**src/rtl/sorted_record_drain.sv**
```systemverilog
// Pops one record at a time from the RAM manager and streams it out MSB byte first,
// flagging out-of-order keys and counting delivered records.
module sorted_record_drain #(
  parameter int RECORD_W = 48,
  parameter int KEY_MSB  = 47,
  parameter int KEY_LSB  = 16,
  parameter int POP_LAT  = 2
) (
  input  logic                clk,
  input  logic                rst_b,
  input  logic                drain_en,
  input  logic                empty,
  input  logic                min_valid,
  input  logic [RECORD_W-1:0] min_record,
  output logic                pop_from_ram,
  output logic [7:0]          out_byte,
  output logic                out_valid,
  input  logic                out_ready,
  output logic                out_last,
  output logic                order_err,
  output logic [15:0]         rec_count,
  output logic                busy,
  input  logic                cnt_load,
  input  logic [15:0]         cnt_load_val,
  output logic [1:0]          fsm_state
);
  localparam int NBYTES = RECORD_W / 8;
  localparam int KEY_W  = KEY_MSB - KEY_LSB + 1;
  localparam int BC_W   = $clog2(NBYTES + 1);
  localparam logic [BC_W-1:0] LAST_IDX = BC_W'(NBYTES - 1);

  typedef enum logic [1:0] {IDLE = 2'd0, WAIT = 2'd1, SEND = 2'd2} state_t;

  // Stream handshake: a byte transfers on a rising edge where out_valid && out_ready;
  // out_byte/out_last never change while out_valid is high and out_ready is low.
  state_t              state;
  logic [3:0]          wait_cnt;
  logic [RECORD_W-1:0] shreg;
  logic [BC_W-1:0]     byte_cnt;
  logic [KEY_W-1:0]    prev_key;
  logic [KEY_W-1:0]    cap_key;
  logic                first_seen;

  assign cap_key   = min_record[KEY_MSB:KEY_LSB];
  assign out_byte  = shreg[RECORD_W-1 -: 8];
  assign busy      = (state != IDLE);
  assign fsm_state = state;

  always_ff @(posedge clk or negedge rst_b) begin
    if (!rst_b) begin
      state        <= IDLE;
      wait_cnt     <= '0;
      shreg        <= '0;
      byte_cnt     <= '0;
      prev_key     <= '0;
      first_seen   <= 1'b0;
      pop_from_ram <= 1'b0;
      out_valid    <= 1'b0;
      out_last     <= 1'b0;
      order_err    <= 1'b0;
      rec_count    <= '0;
    end else begin
      pop_from_ram <= 1'b0;
      if (cnt_load) rec_count <= cnt_load_val;
      case (state)
        IDLE: begin
          if (drain_en && !empty) begin
            pop_from_ram <= 1'b1;
            wait_cnt     <= 4'(POP_LAT);
            state        <= WAIT;
          end
        end
        WAIT: begin
          if (wait_cnt == 4'd0 && min_valid) begin
            shreg      <= min_record;
            byte_cnt   <= '0;
            out_valid  <= 1'b1;
            out_last   <= 1'(NBYTES == 1);
            state      <= SEND;
            // equal keys are legal; only a strict decrease is an ordering fault
            if (first_seen && (cap_key < prev_key)) order_err <= 1'b1;
            prev_key   <= cap_key;
            first_seen <= 1'b1;
          end else if (wait_cnt != 4'd0) begin
            wait_cnt <= wait_cnt - 4'd1;
          end
        end
        SEND: begin
          if (out_ready) begin
            shreg <= shreg << 8;
            if (byte_cnt == LAST_IDX) begin
              out_valid <= 1'b0;
              out_last  <= 1'b0;
              rec_count <= rec_count + 16'd1;
              state     <= IDLE;
            end else begin
              byte_cnt <= byte_cnt + BC_W'(1);
              out_last <= (byte_cnt == LAST_IDX - BC_W'(1));
            end
          end
        end
        default: state <= IDLE;
      endcase
    end
  end
endmodule

```
**config.mk**
```make
export PLATFORM = sky130hd
export DESIGN_NAME = sorted_record_drain
export DESIGN_NICKNAME = d
export VERILOG_FILES = /design/src/rtl/sorted_record_drain.sv
export SDC_FILE = /design/constraint.sdc
export NUM_CORES = 1
export LEC_CHECK = 0
export CAP_MARGIN = 10
export CORE_ASPECT_RATIO = 0.9
export CORE_MARGIN = 8
export CORE_UTILIZATION = 48
export DETAILED_ROUTE_END_ITERATION = 16
export PLACE_DENSITY = 0.8
export SLEW_MARGIN = 10
export SYNTH_ARGS = -nofsm -noshare
export SYNTH_HDL_FRONTEND = slang
export SYNTH_SLANG_ARGS = --single-unit
export TNS_END_PERCENT = 20
```
**constraint.sdc**
```tcl
create_clock -name clk -period 1.7 [get_ports clk]
set_input_delay 0.51 -clock clk [delete_from_list [all_inputs] [get_ports clk]]
set_output_delay 0.51 -clock clk [all_outputs]
set_load 0.03 [all_outputs]
```
## After elaboration in Yosys (flattened, before gate mapping)

Index checks and enable logic that the tools add are counted.

- Flip-flop bits (word level): 110
- Bits in latches: 0
- RAM bits: 0
- ROM bits: 0
- Bits of input ports: 71
- Output and inout port bits: 31
- Word-level logic and storage cells: 73
- Memories kept: 0

- $add $sub $neg: 3
- $mul: 0
- Div/mod/pow operators: 0
- Magnitude comparators: 1
- Equality and inequality tests: 11
- Shifts and indexed selects: 0
- Multiplexer cells: 30
- Bitwise logic cells: 0
- Reductions and logical operators: 17

Operator list:

| cell | count |
|---|---|
| 48-bit two-way mux | 2 |
| 48-bit one-hot mux with 2 select lines | 1 |
| 16-bit two-way mux | 4 |
| 32-bit less-than comparator | 1 |
| 16-bit by 1-bit adder with 16-bit output, second input constant | 1 |
| 4-bit AND reduction | 4 |
| 2-bit inequality test, second input constant | 7 |
| 4-bit two-way mux | 3 |
| 3-bit two-way mux | 3 |
| 1-bit two-way mux | 8 |
| 2-bit two-way mux | 4 |
| 4-bit one-hot mux with 2 select lines | 1 |
| 3-bit == test, second input constant | 2 |
| 2-bit one-hot mux with 3 select lines | 1 |
| 3-bit one-hot mux with 2 select lines | 1 |
| 3-bit AND reduction | 2 |
| 2-bit nonzero test | 3 |
| 4-bit logical NOT | 1 |
| 1-bit one-hot mux with 2 select lines | 2 |
| 4-bit nonzero test | 1 |
| 4-bit by 1-bit subtractor with 4-bit output, second input constant | 1 |
| 3-bit by 1-bit adder with 3-bit output, second input constant | 1 |
| 1-bit logical AND | 3 |
| 2-bit by 1-bit == test with 1-bit output, second input constant | 1 |
| other kinds (4) | 4 |

## Logic depth before layout (Yosys ltp)

Gate-level depths: netlist of the first run.

- Depth in word-level cells: 4
- Depth in mapped cells: 8
- Mapped depth without buffers: 7

## Worst setup path after synthesis of the first run

No wires, ideal clock.

- Path type: reg-to-reg
- Start point: register state[0] (netlist: fsm_state[0])
- End point: register wait_cnt[0]
- Setup time: 0.125 ns
- Arrival time: 1.674 ns
- Data required time: 1.575 ns
- Setup slack: -0.099 ns
- Cell stages (with the launch flop): 5
- Buffers on the path: 0
- Period minus slack after synthesis: 1.799 ns
- Path through: dfrtp_1 or2_2 nor3b_1 nor2_1 mux2_2

- Cells in the longest elaborated chain, start to end: 3
- Elaborated cells between the ends (all ways): 8
- Classes of those cells: eq/ne: 4; mux: 1; reduce/logical: 3

Ends and longest elaborated chain:

| item | RTL line | source |
|---|---|---|
| start: declaration | 36 | `state_t state;` |
| start signal: assignment | 51 | `state <= IDLE;` |
| start signal: assignment | 70 | `state <= WAIT;` |
| start signal: assignment | 79 | `state <= SEND;` |
| 2-bit by 1-bit == test with 1-bit output / 2-bit logical NOT (equally long branches) | 65 | `case (state)` |
| 2-bit inequality test (no source line) / 2-bit nonzero test (equally long branches) | - |  |
| 4-bit AND reduction (no source line) | - |  |
| end signal: assignment | 69 | `wait_cnt <= 4'(POP_LAT);` |
| end signal: assignment | 85 | `wait_cnt <= wait_cnt - 4'd1;` |
| end: declaration | 37 | `logic [3:0] wait_cnt;` |

Parallel ways exist; a longest one is shown, timed or not.
A chain may end at the register's enable or synchronous reset.

## Worst setup path after layout of the first run

- Start point: input min_record[29]
- End point: register order_err

- Cells in the longest elaborated chain, start to end: 3

Ends and longest elaborated chain:

| item | RTL line | source |
|---|---|---|
| start: declaration | 14 | `input logic [RECORD_W-1:0] min_record,` |
| 32-bit less-than comparator | 81 | `if (first_seen && (cap_key < prev_key)) order_err <= 1'b1;` |
| 1-bit logical AND | 81 |  |
| 3-bit AND reduction (no source line) | - |  |
| end signal: assignment | 60 | `order_err <= 1'b0;` |
| end signal: assignment | 81 |  |
| end: declaration | 20 | `output logic order_err,` |

No other way between the ends.

==> results of run 1 <==
[sequential cells by signal (all words and copies together) (netlist names)]
register / count
byte_cnt: 3
first_seen: 1
fsm_state: 2
order_err: 1
out_last: 1
out_valid: 1
pop_from_ram: 1
prev_key: 32
rec_count: 16
shreg: 48
wait_cnt: 4
[worst register-to-register path: stages, from the launching register on]
cell and delay (ps):
dfrtp_1 370, inv_2 60, ha_4 160, and4bb_1 210
and3b_2 260, a21oi_4 200, buf_6 170, clkbuf_16 170
nand2_1 70, o21ai_1 100
[metal layers]
metal / track usage / share of wire / up-vias
met5: 0 / 0 / -
met4: 0.0609 / 0.026 / 0
met3: 0.0540 / 0.054 / 46
met2: 0.327 / 0.50 / 168
met1: 0.250 / 0.42 / 2528
li1: - / - / 2445
[where the power goes]
part	internal, mW	leakage (nW)	switching, mW
Sequential	3.67	1.35	0.602
Clock	1.22	0.146	0.958
Combinational	2.08	2.24	2.53
Total	6.98	3.74	4.09
[layout by cell type (no fill, tap or decap), types with 27 or more instances in the layout]
cell             instances
nand2_1                103
clkdlybuf4s50_1         57
buf_4                   86
o21ai_0                 51
ha_1                    28
inv_1                   38
mux2i_1                 42
o21ai_1                 27
dfrtp_1                108
[final cells by class]
cell class,count,area (µm²),area share
Sequential cell,110,2760,0.337
Clock buffer,13,260,0.0319
Tap cell,156,195,0.0239
Timing Repair Buffer,205,1900,0.232
Inverter,41,154,0.0188
Multi-Input combinational cell,419,2860,0.350
Clock inverter,3,42.5,0.00521
[logic make-up (layout without fill, tap and decap cells)]
kind of cell             count (synthesis)  count (layout)  share of synthesized area
flip-flops                             110             110                      0.485
AND/OR/NAND/NOR                        198             198                      0.160
buffers and inverters                   73             262                     0.0577
multiplexers                            43              43                     0.0760
AO/OA/AOI/OAI                          140             140                      0.139
XOR/XNOR                                 2               2                    0.00309
adder cells (fa/ha/maj)                 36              36                     0.0793
[stage by stage]
| stage | util | total power [mW] |
|---|---|---|
| 5_1_grt | 0.711 | 11.8 |
| 2_1_floorplan | - | 6.57 |
| 3_5_place_dp | 0.643 | 8.18 |
| 6_report | 0.711 | 11.1 |
| 3_3_place_gp | 0.643 | 7.87 |
| 4_1_cts | 0.676 | 10.4 |
[final timing paths]
path	endpoint	slack (ps)	cells after the start
setup / recovery	order_err	-170	8
hold / removal	prev_key[21]	60	1
setup reg to reg	shreg[30]	-140	9
hold reg to reg	shreg[23]	490	2
max in group asynchronous	rec_count[1]	1070	2
min in group clk	shreg[23]	490	2
[what timing repair did]
action | CTS | global route
setup endpoints to repair | 88 | 89
gates resized for setup | 72 | 110
pin swaps | 25 | 23
gates cloned | 0 | 5
setup buffers | 4 | 16
==> impl_metrics.yaml, run 1 <==
floorplanning:
  initial_core_util: 0.495
  ioPinCount: 102
  rows: 37
  fp.dieW_um: 131
  core-area_um2: 11500
  dieArea_um2: 15600
  fp.dieH_um: 119
clock_tree:
  root_buffer: "clkbuf_16"
  clkSlewWorstSetupHoldPaths_ps: 70
  clk-insertion-delay-late_ps: 360
  cts_sinks: 110
  cts_made_buffers: 9
  postCtsHoldBufs: 0
  cts_tree: "yes"
  clock_path_buffers: 2
  h-tree-depth: 3
yosys:
  syn_inst: 602
  ys_seq_area_frac: 0.485
  synth_cell_type_count: 52
  synth_edf_count: 0
  synth_ff_type: "dfrtp_1"
  synth-seq-cells: 110
  yosys_warnings: 0
  synth_fp_nets: 709
  synth_area_leaders: "dfrtp_1, ha_1, nand2_1, o21ai_0, mux2i_1"
  synth.largest_area_cell: "dfrtp_1"
  syn_avg_cell_area_um2: 9.43
  synth.cell_area_um2: 5680
  synthArstFlopShare: 1.00
  ys_top_cells_by_count: "nand2_1, dfrtp_1, o21ai_0"
  yosysTopAreaCellShare: 0.485
  yosysMostFrequentCell: "nand2_1"
sta:
  holdWs_ps: 61.8
  fin_ws_ps: -168
  min_period_ps: 1870
  worst_pin_slew_ps: 371
  setup_viol_count_final: 63
  slew_headroom: 0.753
  clock.fmax_mhz: 535
  fin_crit_sh: 1.10
  finalHoldViolations: 0
  rsz0062_at_grt: "true"
  final.setup_skew_ps: 10.7
  setup_tns_ps: -3880
  maxSlewViolCount: 0
drt:
  wl_per_cell_um: 17.6
  viasPerCell: 5.48
  drt_iter0_markers: 344
  wl_um: 16600
  drc_errors: 0
  ant_nets: 0
  vias: 5187
  firstDrtPassIters: 6
critical_path:
  crit_fanout: 2
  r2r_start: "wait_cnt[0]"
  startpoint_type: "primary input"
  crit_start: "min_record[29]"
  critPathTopFamily: "buffers and inverters"
  slowest_stage: "clkdlybuf4s50_1"
  path_cells: "clkdlybuf4s50_1 > ha_4 > nand4_1 > buf_4 > nor2_1 > a32oi_1 > o211ai_1 > a21oi_1"
  slowest_delay_ps: 480
  path_buf_inv: 2
  crit_arrival_ps: 2100
  cp.required_ps: 1930
  worstSetupPathType: "primary input to flop"
  cp-end-kind: "flop"
finish:
  finalNetCount: 893
  final_cells: 947
  syn2layout_area_growth_pct: 43.9
  drive_gt1_frac: 0.250
  antenna_cells: 0
  fin_area_um2: 8170
  n_fill_cell: 824
grt:
  grt_pass1_wl_um: 25000
  grt_use_total: 0.199
  antenna_found_initial: 0
  grt_max_degree: 51
  gr-total-overflow: 0
  grt_pass1_vias: 5200
placed_design:
  port_buffers: 101
  place_inst: 907
  globalplace.congestion: 0.880
  dpl_cell_area_um2: 7380
  place_ws_ps: -631
  hpwl_um: 11300
power_and_ir_drop:
  vdd.ir_drop.worst_mv: 0.898
  power_density_nw_per_um2: 1360
  power_leakage_nw: 3.74
run:
  drv_cap: 0
outcome:
  status: "complete, but fails checks"
  violations: "setup timing"
min_path:
  hold_class: "primary input to asynchronous set/reset pin"
Note: power is estimated with default switching activity, not from simulation.
==> run 2, diff against run 1 <==
--- a/config.mk
+++ b/config.mk
@@ -8,9 +8,10 @@
 export CAP_MARGIN = 10
 export CORE_ASPECT_RATIO = 0.9
 export CORE_MARGIN = 8
-export CORE_UTILIZATION = 48
+export CORE_UTILIZATION = 49
+export CTS_BUF_LIST = sky130_fd_sc_hd__clkbuf_8
 export DETAILED_ROUTE_END_ITERATION = 16
-export PLACE_DENSITY = 0.8
+export PLACE_DENSITY = 0.81
 export SLEW_MARGIN = 10
 export SYNTH_ARGS = -nofsm -noshare
 export SYNTH_HDL_FRONTEND = slang
==> run 2 against run 1 <==
The flow still finishes with violations (setup timing). Die area shrank 1.8%. Highest routed layer unchanged. Global-route usage shrank 0.33 points. First-iteration DRC count grew 5.5%. Clock-buffer cell count shrank 4. Design area shrank 2.6%. Via count shrank 4.7%. Hold slack lost 27 ps. Sequential cell count is the same. Sequential share of layout area grew 0.91 points. Wire length shrank 8.2%. Register-to-register slack gained 110 ps.
==> impl_metrics.yaml, run 2 (synthesis gave the netlist of run 1 again) <==
critical_path:
  worstSetupPathType: "primary input to flop"
  cp.required_ps: 2010
  path_cells: "clkdlybuf4s50_1 > ha_4 > and4_4 > a2111oi_4 > o22ai_1 > a21oi_1"
  cp-end-kind: "flop"
  crit_arrival_ps: 2060
  crit_fanout: 2
  slowest_stage: "clkdlybuf4s50_1"
  slowest_delay_ps: 530
  startpoint_type: "primary input"
clock_tree:
  clk-insertion-delay-late_ps: 380
  cts_tree: "yes"
  root_buffer: "clkbuf_8"
  clkSlewWorstSetupHoldPaths_ps: 100
  h-tree-depth: 3
  cts_sinks: 110
  clock_path_buffers: 2
  cts_made_buffers: 9
  postCtsHoldBufs: 0
placed_design:
  place_inst: 899
  hpwl_um: 11100
  dpl_cell_area_um2: 7330
  globalplace.congestion: 0.860
  port_buffers: 101
floorplanning:
  core-area_um2: 11400
  dieArea_um2: 15300
  fp.dieH_um: 118
  fp.dieW_um: 129
  ioPinCount: 102
  rows: 37
  initial_core_util: 0.499
drt:
  vias: 4941
  drc_errors: 0
  drt_iter0_markers: 363
  wl_per_cell_um: 16.5
  firstDrtPassIters: 4
  ant_nets: 0
  wl_um: 15300
  viasPerCell: 5.34
power_and_ir_drop:
  comb_power_share: 0.426
  p_total_mw: 10.3
  p_seq_frac: 0.408
  vdd.ir_drop.worst_mv: 0.795
  switchingPower_mw: 3.85
  p_clk_frac: 0.166
  p_int_mw: 6.46
  power_density_nw_per_um2: 1300
  power_leakage_nw: 3.62
  p_sw_frac: 0.374
run:
  drv_cap: 0
finish:
  finalNetCount: 872
  largest_reg_flops: 48
  fin_area_um2: 7960
  top_regs: "shreg x48, prev_key x32, rec_count x16"
  syn2layout_area_growth_pct: 40.1
  n_fill_cell: 844
  final_common_cell: "nand2_1"
  final_cells: 926
  antenna_cells: 0
  mostFrequentLayoutCells: "nand2_1, dfrtp_1, o21ai_0"
  drive_gt1_frac: 0.218
  largest-register: "shreg"
sta:
  worst_pin_slew_ps: 379
  fin_ws_ps: -55.4
  setup_viol_count_final: 4
  maxSlewViolCount: 0
  rsz0062_at_grt: "true"
  min_period_ps: 1760
  fin_crit_sh: 1.03
  slew_headroom: 0.747
  setup_tns_ps: -85.4
  clock.fmax_mhz: 570
  finalHoldViolations: 0
  final.setup_skew_ps: 10.4
grt:
  grt_max_degree: 74
  gr-total-overflow: 0
  grt_pass1_wl_um: 24300
  antenna_found_initial: 0
  grt_pass1_vias: 5108
  grt_use_total: 0.196
min_path:
  hold_class: "primary input to asynchronous set/reset pin"
outcome:
  violations: "setup timing"
  status: "complete, but fails checks"
## run 2: repair_timing
action | CTS | global route
hold endpoints to repair | 0 | 0
setup buffers | 2 | 9
setup endpoints to repair | 107 | 114
pin swaps | 27 | 23
resized for setup | 98 | 53
## run 2: power by group through the flow
stage	clock network (mW)	logic, mW	registers (mW)
finish	1.71	4.39	4.21
global route	1.85	4.93	4.31
CTS	1.75	4.05	4.19
detailed placement	0	3.89	4.24
global placement	0	3.64	4.19
floorplan	0	2.30	4.26
## run 2: critical path, delay by kind of cell
kind | cells | cell delay, ps
adders and majority gates | 1 | 220
and+or+nand+nor | 1 | 180
buffers and inverters | 1 | 530
AOI/OAI and AO/OA | 3 | 610
## run 2: stage by stage
step / setup WS (ps) / utilization / hold WS [ps]
after floorplan: -24.8 / - / 214
after global placement: -567 / 0.644 / 455
after detailed placement: -649 / 0.644 / 448
after CTS: -219 / 0.674 / 25.2
after global routing: -109 / 0.699 / 33.0
final: -55.4 / 0.699 / 35.2
## run 2: final timing paths
check / startpoint / endpoint / slack [ps] / depth (start not counted)
worst max-delay path: min_record[45] / order_err / -60 / 6
worst max register to register: wait_cnt[0] / order_err / -30 / 7
worst min register to register: shreg[22] / shreg[22] / 490 / 2
max in group asynchronous: rst_b / wait_cnt[1] / 1160 / 2
worst min-delay path: rst_b / prev_key[27] / 40 / 1
min in group clk: shreg[22] / shreg[22] / 490 / 2
## run 2: cell type report
type / instances / area (µm²) / share of cell area
clock buffers: 9 / 124 / 0.0156
clock inverters: 7 / 90.1 / 0.0113
inverters: 41 / 154 / 0.0193
multi-input cells: 419 / 2900 / 0.364
flip-flops and latches: 110 / 2760 / 0.346
well taps: 156 / 195 / 0.0245
repair buffers: 184 / 1740 / 0.219
## run 2: metal layers
metal  global-route usage  share of wire  vias up
li1                     -              -     2398
met1                0.252           0.45     2386
met4               0.0783          0.027        0
met5                    0              0        -
met3               0.0430          0.040       33
met2                0.314           0.49      124
